### src/rtl/trisc_ctrl_fsm.sv
// TRISC control FSM: fetch/decode/execute sequencing with memory wait states, flag branches, halt and illegal-opcode detection.
// Optional single-step mode via TRISC_CTRL_SINGLE_STEP_EN (adds step input and PAUSE state).
module trisc_ctrl_fsm #(
  parameter int OPCODE_W = 4,
  parameter int MEM_WAIT = 2,
  parameter int WAIT_W   = 4
) (
  input  logic                clock,
  input  logic                reset,
  input  logic                run,
  input  logic [OPCODE_W-1:0] opcode,
  input  logic                zero,
  input  logic                neg,
`ifdef TRISC_CTRL_SINGLE_STEP_EN
  input  logic                step,
`endif
  output logic [14:0]         ctrl,
  output logic                halted,
  output logic                instr_done,
  output logic                illegal,
  output logic [4:0]          state_dbg
);

  typedef enum logic [4:0] {
    IDLE = 5'd0, FETCH_ADDR = 5'd1, FETCH_RD = 5'd2, DECODE = 5'd3, DISPATCH = 5'd4,
    OP_ADDR = 5'd5, OP_RD = 5'd6, LD_WB = 5'd7, ALU_WB = 5'd8, ST_DATA = 5'd9,
    ST_WR = 5'd10, EX_INC = 5'd11, EX_CLR = 5'd12, EX_JMP = 5'd13, HALT = 5'd14
`ifdef TRISC_CTRL_SINGLE_STEP_EN
    , PAUSE = 5'd15
`endif
  } state_t;

`ifdef TRISC_CTRL_SINGLE_STEP_EN
  localparam state_t RESUME = PAUSE;
`else
  localparam state_t RESUME = FETCH_ADDR;
`endif
  localparam logic [WAIT_W-1:0] WAIT_LAST = WAIT_W'(MEM_WAIT);

  state_t            state, nxt;
  logic [WAIT_W-1:0] cnt, nxt_cnt;
  logic [3:0]        op_q, op_lo;
  logic              op_ill, wait_end, disp_done;
  logic [14:0]       ctrl_q;
  logic              halted_q, done_q;

  function automatic logic [14:0] ctrl_of(input state_t s, input logic [3:0] op);
    logic [14:0] c;
    c = '0;
    case (s)
      FETCH_ADDR:              c[0] = 1'b1;
      FETCH_RD, OP_RD:         c[3] = 1'b1;
      DECODE:                  begin c[4] = 1'b1; c[2] = 1'b1; end
      OP_ADDR:                 c[5] = 1'b1;
      LD_WB:                   c[8] = 1'b1;
      ST_DATA:                 c[9] = 1'b1;
      ST_WR:                   c[10] = 1'b1;
      EX_INC:                  c[6] = 1'b1;
      EX_CLR:                  c[7] = 1'b1;
      EX_JMP:                  c[1] = 1'b1;
      ALU_WB: begin
        c[14] = 1'b1;
        c[11] = (op == 4'd2);
        c[12] = (op == 4'd3);
        c[13] = (op == 4'd4);
      end
      default:                 c = '0;
    endcase
    return c;
  endfunction

  always_comb begin
    op_lo     = opcode[3:0];
    op_ill    = ((opcode >> 4) != '0) || (op_lo inside {[4'd10:4'd14]});
    wait_end  = (cnt == WAIT_LAST);
    disp_done = (state == DISPATCH) &&
                (op_ill || (op_lo == 4'd8 && !zero) || (op_lo == 4'd9 && !neg));
    nxt = state;
    case (state)
      IDLE:       if (run) nxt = FETCH_ADDR;
      FETCH_ADDR: nxt = FETCH_RD;
      FETCH_RD:   if (wait_end) nxt = DECODE;
      DECODE:     nxt = DISPATCH;
      DISPATCH: begin
        if (op_ill) nxt = RESUME;
        else case (op_lo)
          4'd0, 4'd1, 4'd2, 4'd3, 4'd4: nxt = OP_ADDR;
          4'd5:    nxt = EX_INC;
          4'd6:    nxt = EX_CLR;
          4'd7:    nxt = EX_JMP;
          4'd8:    nxt = zero ? EX_JMP : RESUME;
          4'd9:    nxt = neg ? EX_JMP : RESUME;
          4'd15:   nxt = HALT;
          default: nxt = RESUME;
        endcase
      end
      OP_ADDR:    nxt = (op_q == 4'd1) ? ST_DATA : OP_RD;
      OP_RD:      if (wait_end) nxt = (op_q == 4'd0) ? LD_WB : ALU_WB;
      ST_DATA:    nxt = ST_WR;
      ST_WR:      if (wait_end) nxt = RESUME;
      LD_WB, ALU_WB, EX_INC, EX_CLR, EX_JMP: nxt = RESUME;
      HALT:       nxt = HALT;
`ifdef TRISC_CTRL_SINGLE_STEP_EN
      PAUSE:      if (step) nxt = FETCH_ADDR;
`endif
      default:    nxt = IDLE;
    endcase
    // Counter restarts on every state change so each wait state sees 0..MEM_WAIT.
    nxt_cnt = (nxt == state) ? cnt + 1'b1 : '0;
  end

  always_ff @(negedge clock) begin
    if (reset) begin
      state    <= IDLE;
      cnt      <= '0;
      op_q     <= '0;
      ctrl_q   <= '0;
      halted_q <= 1'b0;
      done_q   <= 1'b0;
    end else begin
      state    <= nxt;
      cnt      <= nxt_cnt;
      if (state == DISPATCH) op_q <= op_lo;
      ctrl_q   <= ctrl_of(nxt, (state == DISPATCH) ? op_lo : op_q);
      halted_q <= (nxt == HALT);
      done_q   <= (nxt inside {EX_INC, EX_CLR, EX_JMP, LD_WB, ALU_WB}) ||
                  (nxt == ST_WR && nxt_cnt == WAIT_LAST) ||
                  (nxt == HALT && state != HALT);
    end
  end

  // DISPATCH completion depends on the live opcode/flags, so it bypasses the output registers.
  assign ctrl       = ctrl_q;
  assign halted     = halted_q;
  assign instr_done = done_q | disp_done;
  assign illegal    = (state == DISPATCH) && op_ill;
  assign state_dbg  = state;

endmodule

### config.mk
export PLATFORM = sky130hd
export DESIGN_NAME = trisc_ctrl_fsm
export DESIGN_NICKNAME = d
export VERILOG_FILES = /design/src/rtl/trisc_ctrl_fsm.sv
export SDC_FILE = /design/constraint.sdc
export NUM_CORES = 1
export LEC_CHECK = 0
export ABC_AREA = 0
export CORE_ASPECT_RATIO = 1.1
export CORE_MARGIN = 2
export CORE_UTILIZATION = 57
export CTS_BUF_LIST = sky130_fd_sc_hd__clkbuf_8
export DETAILED_ROUTE_END_ITERATION = 16
export HOLD_SLACK_MARGIN = 0.15
export PLACE_DENSITY = 0.89
export SYNTH_ARGS = -nofsm -noshare
export SYNTH_HDL_FRONTEND = slang
export SYNTH_SLANG_ARGS = --single-unit
### constraint.sdc
create_clock -name clock -period 3.85 [get_ports clock]
set_clock_uncertainty 0.1 [all_clocks]
set_input_delay 0.5775 -clock clock [delete_from_list [all_inputs] [get_ports clock]]
set_output_delay 0.5775 -clock clock [all_outputs]
set_load 0.03 [all_outputs]
==> out/qor.json, run 1 <==
{
  "outcome": "aborted with a tool error",
  "failed_stage": "4_1_cts",
  "toolErrorMsg": "[ERROR DPL-0033] detailed placement checks failed during check placement.",
  "die_y_um": 59.0,
  "clock_tree.htree_level_count": 2,
  "root_buffer": "sky130_fd_sc_hd__clkbuf_8",
  "yosysWarningCount": 0,
  "post-cts-setup-buffer-count": 11,
  "yosys_most_used_dff": "sky130_fd_sc_hd__dfxtp_1",
  "mappedNetlistNets": 197,
  "floorplan.io_pins": 32,
  "initial_core_util_pct": 61.0,
  "cts_buffer_depth": 2,
  "synthDominantAreaCellType": "sky130_fd_sc_hd__dfxtp_1",
  "top_count_cell_post_synth": "sky130_fd_sc_hd__dfxtp_1",
  "cts_made_buffers": 5,
  "postSynthRegisterBits": 29,
  "number_of_input_and_output_port_buffers_inserted": 31,
  "clock-sinks": 29,
  "synth_sequential_area_ratio_pct": 37.1,
  "synth_enable_flop_cells": 0,
  "synth_top_area_share_pct": 37.1,
  "synth_async_sr_flop_share_pct": 0,
  "dp.final_hpwl_um": 3360,
  "syn-cell-area_um2": 1570,
  "cts-resized-gates": 86,
  "hold_buffers": 0,
  "synth_common_cells": "sky130_fd_sc_hd__dfxtp_1, sky130_fd_sc_hd__nor2_1, sky130_fd_sc_hd__nand2_1",
  "yosys-top-cells-area": "sky130_fd_sc_hd__dfxtp_1, sky130_fd_sc_hd__nor2_1, sky130_fd_sc_hd__nand2_1",
  "post_placement_worst_setup_slack_ps": -867,
  "postSynthAreaPerCell_um2": 8.42,
  "rows": 19,
  "chipWidth_um": 54.0,
  "synth_cells": 186,
  "gp_congestion": 0.873,
  "placedInstanceArea_um2": 2100,
  "ys_types": 50
}
kinds of logic after synthesis:
kind of cell / synth area share [%]
AND/OR/NAND/NOR: 33.9
flip-flops: 37.1
other: 0.239
XOR/XNOR: 3.35
multiplexers: 1.36
AO/OA/AOI/OAI: 16.5
buffers and inverters: 5.99
adder cells (fa/ha/maj): 1.60
metrics by stage:
stage                     std cells  TNS [ps]
after global placement          268    -11160
after detailed placement        268    -13410
after floorplan                 186     -1070
==> inputs of run 2 (changes only) <==
==> config.mk (replaced) <==
export PLATFORM = sky130hd
export DESIGN_NAME = trisc_ctrl_fsm
export DESIGN_NICKNAME = d
export VERILOG_FILES = /design/src/rtl/trisc_ctrl_fsm.sv
export SDC_FILE = /design/constraint.sdc
export NUM_CORES = 1
export LEC_CHECK = 0
export ABC_AREA = 0
export CORE_MARGIN = 2
export CORE_UTILIZATION = 40
export DETAILED_ROUTE_END_ITERATION = 16
export PLACE_DENSITY_LB_ADDON = 0.15
export SYNTH_ARGS = -nofsm -noshare
export SYNTH_HDL_FRONTEND = slang
export SYNTH_SLANG_ARGS = --single-unit
==> out/qor.json, run 2 <==
{
  "syn-cell-area": {"value": 1570, "unit": "um^2", "change": "unchanged"},
  "syn_to_final_growth_pct": 76.6,
  "buffers_inverters_on_critical_path": 2,
  "placedInstanceArea": {"value": 2090, "unit": "um^2", "change": "-0.42%"},
  "max_cap_viol_count": 0,
  "finalWirelength_um": 5900,
  "cts_buffer_depth": {"value": 2, "change": "unchanged"},
  "via_count_of_the_first_global_routing_pass": 1775,
  "initial_core_util": {"value": 42.2, "unit": "%", "change": "-19 points"},
  "count_of_placed_standard_cells_in_the_final_layout_fillers_left_out": 338,
  "grt_overflow_total": 0,
  "postSynthRegisterBits": {"value": 29, "change": "unchanged"},
  "number_of_input_and_output_port_buffers_inserted": {"value": 31, "change": "unchanged"},
  "detail_route.drc_violations": 0,
  "seq_area_um2": 586,
  "ratio_of_cells_with_drive_above_1_in_the_final_layout_pct": 41.0,
  "gp_congestion": {"value": 0.852, "change": "-2.4%"},
  "max_slew.worst_pin.slew_ps": 736,
  "post_placement_worst_setup_slack": {"value": -946, "unit": "ps", "change": "-79.7 ps"},
  "synth_cells": {"value": 186, "change": "unchanged"},
  "chipWidth": {"value": 66.6, "unit": "um", "change": "+23%"},
  "crit_path_cell_trace": "nor3b_2, and2_4, buf_4, and2_2, buf_6",
  "root_buffer": "sky130_fd_sc_hd__clkbuf_8",
  "drt_first_iter_violations": 114,
  "most-common-layout-cells": "sky130_fd_sc_hd__buf_4, sky130_fd_sc_hd__inv_1, sky130_fd_sc_hd__dfxtp_1",
  "violated_checks": "negative setup slack",
  "clock-sinks": {"value": 29, "change": "unchanged"},
  "multi_input_gate_area_um2": 1190,
  "mostFrequentLayoutCell": "sky130_fd_sc_hd__buf_4",
  "timing.slew.headroom_pct": 50.5,
  "final_report_max_slew_violation_count": 0,
  "postLayoutCoreUtil_pct": 74.4,
  "timing.final.hold_violations": 0,
  "floorplan.die_area_um2": 4430,
  "critPathCaptureType": "output pin",
  "power.density_nw_per_um2": 285,
  "mappedNetlistNets": {"value": 197, "change": "unchanged"},
  "routedWlPerCell_um": 17.5,
  "setup_total_negative_slack_ps": -2650,
  "finish.instance_area_um2": 2770,
  "grt_first_pass_wirelength_um": 7710,
  "critPathTopFamily": "simple AND/OR/NAND/NOR gates",
  "grt_start_max_net_pins": 13,
  "antenna_cells": 0,
  "synth_common_cells": "sky130_fd_sc_hd__dfxtp_1, sky130_fd_sc_hd__nor2_1, sky130_fd_sc_hd__nand2_1",
  "nFillCells": 258,
  "synthDominantAreaCellType": "sky130_fd_sc_hd__dfxtp_1",
  "leakage_nw": 1.28,
  "cp_slowest_stage_delay_ps": 320,
  "route.antenna.remaining_nets": 0,
  "cts_made_buffers": {"value": 5, "change": "unchanged"},
  "drt_pre_antenna_iters": 4,
  "number_of_antenna_violations_at_the_first_check_in_global_routing": 0,
  "postSynthAreaPerCell": {"value": 8.42, "unit": "um^2", "change": "unchanged"},
  "setup.worst_path.class": "reg -> out",
  "number_of_placed_cells_counting_well_taps": {"value": 281, "change": "+4.9%"},
  "timing.final.setup_violations": 20,
  "cts_tree": "yes",
  "die_y": {"value": 66.6, "unit": "um", "change": "+13%"},
  "yosys_most_used_dff": "sky130_fd_sc_hd__dfxtp_1",
  "clk_pin_slew_worst_paths_ps": 40,
  "clock_tree.htree_level_count": {"value": 2, "change": "unchanged"},
  "crit_fanout": 6,
  "rsz_0062_raised_after_global_routing": "true",
  "top_count_cell_post_synth": "sky130_fd_sc_hd__dfxtp_1",
  "largest_register_ff_count": 14,
  "critPathLaunchType": "register",
  "clk_latency_ps": 350,
  "yosysWarningCount": {"value": 0, "change": "unchanged"},
  "vias": 1884,
  "p_total_uw": 788,
  "yosys-top-cells-area": "sky130_fd_sc_hd__dfxtp_1, sky130_fd_sc_hd__nor2_1, sky130_fd_sc_hd__nand2_1",
  "dp.final_hpwl": {"value": 3120, "unit": "um", "change": "-7.0%"},
  "outcome": "finished with violations",
  "timing.hold.ws_ps": 419,
  "ys_types": {"value": 50, "change": "unchanged"},
  "synth_async_sr_flop_share": {"value": 0, "unit": "%", "change": "unchanged"},
  "hold_buffers": {"value": 0, "change": "unchanged"},
  "timing.critical_path.slowest_stage_cell": "sky130_fd_sc_hd__dfxtp_2",
  "synth_enable_flop_cells": {"value": 0, "change": "unchanged"},
  "cp.required_ps": 3170,
  "nNetsFinal": 300,
  "avgViaCountPerCell": 5.57,
  "worst_slack_ps": -268,
  "floorplan.io_pins": {"value": 32, "change": "unchanged"},
  "hold_path_class": "reg -> reg",
  "data_arrival_critical_path_ps": 3440,
  "globalRouteTotalUtil_pct": 23.1,
  "rows": {"value": 22, "change": "+3"},
  "floorplan.core_area_um2": 3720,
  "synth_sequential_area_ratio": {"value": 37.1, "unit": "%", "change": "unchanged"},
  "vdd_drop_max_v": 0.000175,
  "synth_top_area_share": {"value": 37.1, "unit": "%", "change": "unchanged"}
}
run 2: cell counts after synthesis:
No cell type changed its count.
run 2: path summary, 6_finish.rpt:
check,start,to,slack [ps],cells past startpoint
max,state_dbg[1],illegal,-270,5
min,op_q[1],op_q[1],420,2
max reg2reg,op_q[0],ctrl[6],990,7
min reg2reg,op_q[1],op_q[1],420,2
run 2: tightest hold or removal path, delay by kind of cell, from the launching register on:
family	cells	cell delay, ps
AO/OA/AOI/OAI	1	60
flip-flops	1	340
AND/OR/NAND/NOR	1	70
run 2: final cells by class:
cell class              count  share of cell area, %
inverters                   6                  0.814
repair buffers             80                   25.7
clock buffers               5                   2.49
clock inverters            32                   4.48
flip-flops and latches     29                   21.2
well taps                  48                   2.17
multi-input cells         138                   43.2
run 2: cells by family after synthesis:
logic type	Yosys count	synth area share, %
compound gates	31	16.5
buf+inv	19	5.99
fa+ha+maj	2	1.60
mux	2	1.36
other cells	1	0.239
flops	29	37.1
simple gates	96	33.9
xor+xnor	6	3.35
run 2: per-layer routing:
layer	global-route usage [%]	part of all wire [%]	up-vias
met2	38.9	51	90
li1	-	-	861
met4	11.5	4.5	0
met5	0	0	-
met3	8.61	6.6	31
met1	25.4	38	902
run 2: repair_timing:
action | 4_1_cts | 5_1_grt
resized for setup | 75 | 52
setup endpoints to repair | 39 | 21
hold endpoints to repair | 0 | 0
buffers inserted | 11 | 12
pin swaps | 15 | 23
run 2: report_power, final:
| group | switching, mW | total, mW | internal [mW] |
|---|---|---|---|
| sequential | 0.00263 | 0.308 | 0.306 |
| clock | 0.204 | 0.368 | 0.164 |
| combinational | 0.0576 | 0.112 | 0.0543 |
(Power assumes the default switching activity.)
==> inputs of run 3 (changes only) <==
--- a/config.mk
+++ b/config.mk
@@ -8,6 +8,7 @@
 export ABC_AREA = 0
 export CORE_MARGIN = 2
 export CORE_UTILIZATION = 40
+export CTS_CLUSTER_SIZE = 24
 export DETAILED_ROUTE_END_ITERATION = 16
 export PLACE_DENSITY_LB_ADDON = 0.15
 export SYNTH_ARGS = -nofsm -noshare
==> results of run 3 <==
The final DEF is identical to that of run 2; final timing and power are the same.
